$ cat config.mk
export PLATFORM = sky130hd
export DESIGN_NAME = byte_serializer_negedge_feed
export DESIGN_NICKNAME = d
export VERILOG_FILES = /design/src/rtl/byte_serializer_negedge_feed.sv
export SDC_FILE = /design/constraint.sdc
export NUM_CORES = 1
export LEC_CHECK = 0
export BUFFER_PORTS_ARGS = -buffer_cell sky130_fd_sc_hd__buf_2
export CAP_MARGIN = 15
export CORE_MARGIN = 2
export CORE_UTILIZATION = 48
export DETAILED_ROUTE_END_ITERATION = 8
export GPL_TIMING_DRIVEN = 0
export PLACE_DENSITY = 0.74
export SETUP_SLACK_MARGIN = 0.15
export SYNTH_ARGS = -nofsm -noshare
export SYNTH_HDL_FRONTEND = slang
export SYNTH_SLANG_ARGS = --single-unit
$ cat constraint.sdc
create_clock -name C -period 1.6 [get_ports C]
set_clock_uncertainty 0.2 [all_clocks]
set_input_delay 0.08 -clock C [delete_from_list [all_inputs] [get_ports C]]
set_output_delay 0.08 -clock C [all_outputs]
set_load 0.02 [all_outputs]
$ cat src/rtl/byte_serializer_negedge_feed.sv
// MSB-first parallel-to-serial converter feeding a downstream falling-edge shift register.
// Words are accepted on a LOAD/RDY handshake and can be chained back-to-back with no gap.
module byte_serializer_negedge_feed #(
    parameter int WIDTH = 8
) (
    input  logic             C,
    input  logic             CLR_N,
    input  logic [WIDTH-1:0] DIN,
    input  logic             LOAD,
    input  logic             HOLD,
    output logic             RDY,
    output logic             SI_OUT,
    output logic             CE_OUT,
    output logic             DONE,
    output logic [7:0]       WORD_CNT
);

    localparam int             BW       = $clog2(WIDTH);
    localparam logic [BW-1:0]  LAST_BIT = BW'(WIDTH - 1);

    typedef enum logic {IDLE, SHIFT} state_t;

    state_t           r_state;
    logic [WIDTH-1:0] r_sreg;
    logic [BW-1:0]    r_bcnt;
    logic             r_done;
    logic [7:0]       r_word_cnt;

    logic w_last;
    logic w_xfer;

    // The last bit is only consumed when not stalled; that is also the only
    // moment a new word may be taken while shifting, which gives zero-gap chaining.
    assign w_last   = (r_state == SHIFT) && (r_bcnt == LAST_BIT) && !HOLD;
    assign RDY      = (r_state == IDLE) || w_last;
    assign w_xfer   = LOAD && RDY;
    assign CE_OUT   = (r_state == SHIFT) && !HOLD;
    assign SI_OUT   = (r_state == SHIFT) && r_sreg[WIDTH-1];
    assign DONE     = r_done;
    assign WORD_CNT = r_word_cnt;

    // NOTE: all state here uses non-blocking assignments so every register
    // samples the pre-edge values, regardless of statement order.
    always_ff @(posedge C or negedge CLR_N) begin
        if (!CLR_N) begin
            r_state    <= IDLE;
            r_sreg     <= '0;
            r_bcnt     <= '0;
            r_done     <= 1'b0;
            r_word_cnt <= 8'd0;
        end else begin
            r_done <= w_last;
            if (w_last) begin
                r_word_cnt <= r_word_cnt + 8'd1;
            end

            case (r_state)
                IDLE: begin
                    if (w_xfer) begin
                        r_sreg  <= DIN;
                        r_bcnt  <= '0;
                        r_state <= SHIFT;
                    end
                end
                SHIFT: begin
                    if (!HOLD) begin
                        if (r_bcnt == LAST_BIT) begin
                            if (w_xfer) begin
                                r_sreg <= DIN;
                                r_bcnt <= '0;
                            end else begin
                                r_state <= IDLE;
                                r_sreg  <= '0;
                                r_bcnt  <= '0;
                            end
                        end else begin
                            r_sreg <= {r_sreg[WIDTH-2:0], 1'b0};
                            r_bcnt <= r_bcnt + BW'(1);
                        end
                    end
                end
                default: r_state <= IDLE;
            endcase
        end
    end

endmodule

## Word-level counts from Yosys, hierarchy flattened

Index checks and enable logic that the tools add are counted.

- Input port bits: 12
- Logic and storage cells: 32
- Register bits after elaboration: 21
- Output and inout port bits: 12

- Equality and inequality tests: 3
- Reductions and logical operators: 8
- Bitwise logic cells: 1
- Multiplexer cells: 13
- Add/sub/neg operators: 2

Operator list:

| cell | number |
|---|---|
| two-way mux 8 bit | 4 |
| one-hot mux 8 bit (2 select lines) | 1 |
| two-way mux 3 bit | 3 |
| adder 8 x 1 -> 8 bit (second input constant) | 1 |
| one-hot mux 3 bit (2 select lines) | 1 |
| logical AND 1 bit | 5 |
| != test 2 bit (second input constant) | 2 |
| adder 3 x 1 -> 3 bit (second input constant) | 1 |
| equality test 3 bit (second input constant) | 1 |
| two-way mux 1 bit | 3 |
| one-hot mux 1 bit (2 select lines) | 1 |
| AND reduction 2 bit | 1 |
| logical NOT 1 bit | 1 |
| logical OR 1 bit | 1 |
| inverter 1 bit | 1 |

## Longest topological paths before layout

- Depth after elaboration: 9
- Gate-level depth with buffers: 6
- Depth with buffers taken out: 5

## Worst setup path before layout

No wires, ideal clock.

- Path type: register to register
- Start point: register r_bcnt[0]
- End point: register r_state
- Cell stages (with the launch flop): 7
- Buffers on the path: 1
- Data required time: 1.251 ns
- Setup time: 0.149 ns
- Arrival time: 1.565 ns
- Path slack: -0.313 ns
- Period minus slack after synthesis: 1.913 ns
- Path through: dfrtp_1 -> ha_1 -> ha_1 -> buf_2 -> inv_1 -> o21ai_0 -> nand2b_1

- Longest elaborated chain between the ends: 9

RTL lines:

| item | RTL line | text |
|---|---|---|
| start, declared | 25 | `logic [BW-1:0] r_bcnt;` |
| start signal, assigned | 78 | `r_bcnt <= r_bcnt + BW'(1);` |
| equality test 3 bit * | 34 | `assign w_last = (r_state == SHIFT) && (r_bcnt == LAST_BIT) && !HOLD;` |
| logical AND 1 bit * (2 in series) | 34 |  |
| logical OR 1 bit * | 35 | `assign RDY = (r_state == IDLE) \|\| w_last;` |
| named net RDY | 11 | `output logic RDY,` |
| logical AND 1 bit * | 36 | `assign w_xfer = LOAD && RDY;` |
| two-way mux 1 bit * | 59, 68 |  |
| two-way mux 1 bit | 67 | `if (r_bcnt == LAST_BIT) begin` |
| two-way mux 1 bit | 66 | `if (!HOLD) begin` |
| one-hot mux 1 bit (2 select lines) * | 57 | `case (r_state)` |
| end signal, assigned | 62 | `r_state <= SHIFT;` |
| end signal, assigned | 72 | `r_state <= IDLE;` |
| end signal, assigned | 82 | `default: r_state <= IDLE;` |
| end, declared | 23 | `state_t r_state;` |

Mark *: on every way through the listed nets, which the timed path passes. The rest lies on a longest branch.
A chain may end at the register's enable or synchronous reset.

## Worst setup path after layout

- Start point: register r_bcnt[1]
- End point: output RDY

- Longest elaborated chain between the ends: 4

RTL lines:

| item | RTL line |
|---|---|
| equality test 3 bit | 34 |
| logical AND 1 bit (2 in series) | 34 |
| logical OR 1 bit | 35 |
| end, declared | 11 |

Every way passes these cells.

==> qor.yml <==
pwr:
  p_leak_nw: 0.908
  p_comb_share_pct: 52.9
  clockPowerShare_pct: 11.0
  p_per_area_nw_per_um2: 1330
  netSwitchingPower_mw: 0.888
  pwr-share-seq_pct: 36.1
  ir_drop_uv: 845
  swShare_pct: 37.2
  internal_power_mw: 1.50
  power_mw: 2.39
clock_network:
  clk_latency_ns: 0.31
  cts.path.max_buffers: 2
  clk_pin_slew_worst_paths_ns: 0.12
  cts_root_buf: "clkbuf_4"
  cts_tree: "done"
  htreeDepth: 1
  clock-sinks: 21
  cts_buffers: 3
routing:
  drt_first_pass_iters: 4
  vias: 1076
  routedWlPerCell_um: 15.8
  drc_errors: 0
  viasPerCell: 5.60
  wl_um: 3040
  ant_nets: 0
  drt_iter0_markers: 16
synth:
  synth_cells: 115
  yosys_warnings: 0
  syn_avg_cell_area_sq_um: 10.4
  netlist_area_sq_um: 1200
  synth-seq-area-share_pct: 43.8
  synth_fp_nets: 130
  ys_seq_elements: 21
  synth_cell_types: 28
run:
  cap_violations: 0
sta:
  slew_headroom_pct: 62.1
  hold_viol: 0
  rsz0062_at_grt: "yes"
  post-route-min-period_ns: 1.71
  tightest_slew_ns: 0.569
  post-route-period-util_pct: 107
  slew_violations: 0
  fin_ws_ns: -0.114
  max_freq_ghz: 0.584
  final-setup-viol-count: 11
setup_path:
  cp-startpoint: "r_bcnt[1]"
  r2r_end: "r_sreg[4]"
  cp_data_arrival_time_ns: 1.43
  rr_startpoint: "r_bcnt[1]"
  crit_path_max_fanout: 4
  critical_path_class: "register to output port"
  cp_slowest_cell: "dfrtp_1"
  end_kind: "output port"
  cpPeakStageDelay_ns: 0.43
  rr_worst_depth: 7
  cp-start-kind: "register"
  path_cells: "ha_4 -> ha_4 -> buf_6 -> inv_4 -> o21ai_4 -> buf_6"
  critPathRequiredTime_ns: 1.32
  ff2ff_setup_slack_ns: -0.10
  crit_path_end: "RDY"
global_routing:
  grt_antenna_before_repair: 0
  use_met3_pct: 2.50
  grt_pass1_wl_um: 4890
  grt_usage_pct: 23.4
  grt-ovfl-total: 0
  top_usage_layer: "met2"
  grt_pass1_vias: 1070
  use_met1_pct: 28.6
  grt_max_degree: 22
  use_met2_pct: 42.9
die:
  initial_core_util_pct: 49.7
  fp.dieH_um: 54.0
  rows: 18
  coreArea_sq_um: 2410
  die-area_sq_um: 2910
  die_w_um: 54.0
  ioPinCount: 24
final_layout:
  drive_gt1_share_pct: 49.4
  fin_util_pct: 74.5
  final_common_cell: "buf_2"
  syn2layout_area_growth_pct: 49.7
  final_cell_mix: "22 x buf_2, 20 x dfrtp_1, 10 x dlygate4sd3_1"
  fin_nets: 178
  diodes: 0
place:
  place.gp.congestion: 0.667
  hpwl_um: 1840
  numPortBuffers: 23
outcome:
  status: "finished with violations"
  violations: "setup timing"
hold_path:
  hp-class: "input port to async pin"
[worst max-delay path, delay by kind of cell (launching register included)]
| family | cells | cell delay (ns) |
|---|---|---|
| adders and majority gates | 2 | 0.34 |
| DFF | 1 | 0.43 |
| buffers and inverters | 3 | 0.31 |
| AOI/OAI and AO/OA | 1 | 0.05 |
[power by group through the flow]
| stage | Combinational (mW) | Clock, mW | Sequential (mW) |
|---|---|---|---|
| after floorplan | 0.631 | 0 | 0.868 |
| after global placement | 0.839 | 0 | 0.840 |
| after global routing | 1.38 | 0.302 | 0.886 |
| after CTS | 1.08 | 0.277 | 0.836 |
| after detailed placement | 0.882 | 0 | 0.855 |
| final | 1.26 | 0.263 | 0.864 |
[worst min path at each step]
| stage | slack (ns) | from | end | cells after the start |
|---|---|---|---|---|
| after global placement | -0.13 | CLR_N | WORD_CNT[1] | 1 |
| final | 0.04 | CLR_N | WORD_CNT[1] | 2 |
| after CTS | 0.03 | LOAD | r_sreg[7] | 4 |
| after floorplan | -0.42 | CLR_N | DONE | 0 |
| after detailed placement | -0.13 | CLR_N | DONE | 1 |
| after global routing | 0.05 | LOAD | r_sreg[7] | 4 |
[metrics by stage]
stage	std cells	worst slack (ns)	area [sq um]	hold WS [ns]	setup TNS (ns)
finish	192	-0.114	1790	0.0354	-0.820
CTS	192	-0.121	1660	0.0292	-1.27
global route	192	-0.172	1790	0.0550	-1.84
detailed placement	168	-0.126	1400	-0.129	-1.10
floorplan	115	-0.0333	1250	-0.416	-0.0333
global placement	168	-0.104	1400	-0.129	-0.842
[Yosys cell counts (all sizes together)]
cell / n / area (sq um)
a21o: 1 / 7.51
a21oi: 7 / 35.0
a22o: 3 / 26.3
and2: 2 / 12.5
and3b: 1 / 8.76
buf: 3 / 15.0
clkbuf: 6 / 22.5
dfrtp: 21 / 526
ha: 3 / 37.5
inv: 2 / 7.51
mux2: 10 / 113
mux2i: 1 / 10.0
nand2: 6 / 22.5
nand2b: 9 / 56.3
nand3: 1 / 5.00
nand4b: 2 / 23.8
nor2: 3 / 11.3
nor2b: 7 / 43.8
nor3: 3 / 15.0
nor4: 1 / 12.5
o211ai: 1 / 7.51
o21ai: 1 / 5.00
o31ai: 7 / 52.6
o32ai: 7 / 61.3
xnor2: 1 / 8.76
xor2: 6 / 52.6
[sequential cells by signal (all words and copies together) (netlist names)]
register and flops:
WORD_CNT 8, DONE 1, r_state 1, r_sreg 8, r_bcnt 3
[logic make-up (layout without fill, tap and decap cells)]
family                   Yosys count  after routing  synth area share [%]
AO/OA/AOI/OAI                     27             27                  16.3
XOR/XNOR                           7              7                  5.11
adder cells (fa/ha/maj)            3              3                  3.13
buffers and inverters             11             58                  3.76
flip-flops                        21             21                  43.8
multiplexers                      11             11                  10.2
AND/OR/NAND/NOR                   35             35                  17.6
[timing repair]
| action | 4_1_cts | 5_1_grt |
|---|---|---|
| pin swaps | 7 | 6 |
| hold buffers | 10 | 0 |
| resized for setup | 19 | 32 |
| setup endpoints to repair | 23 | 23 |
| endpoints found under the hold margin | 30 | 0 |
| setup buffers | 10 | 0 |
[per-layer routing]
| metal | routed length [um] | vias to the layer above |
|---|---|---|
| li1 | - | 512 |
| met1 | 1340 | 536 |
| met2 | 1540 | 26 |
| met3 | 136 | 2 |
| met4 | 17 | 0 |
| met5 | 0 | - |
[final cells by class]
type                       count  area (sq um)
buffer                         9          82.6
clock buffer                   4          26.3
fill                         155           616
inverter                       2          10.0
multi-input combinational     83           791
sequential                    21           527
tap                           30          37.5
timing repair buffer          43           320
Note: power is estimated with default switching activity, not from simulation.
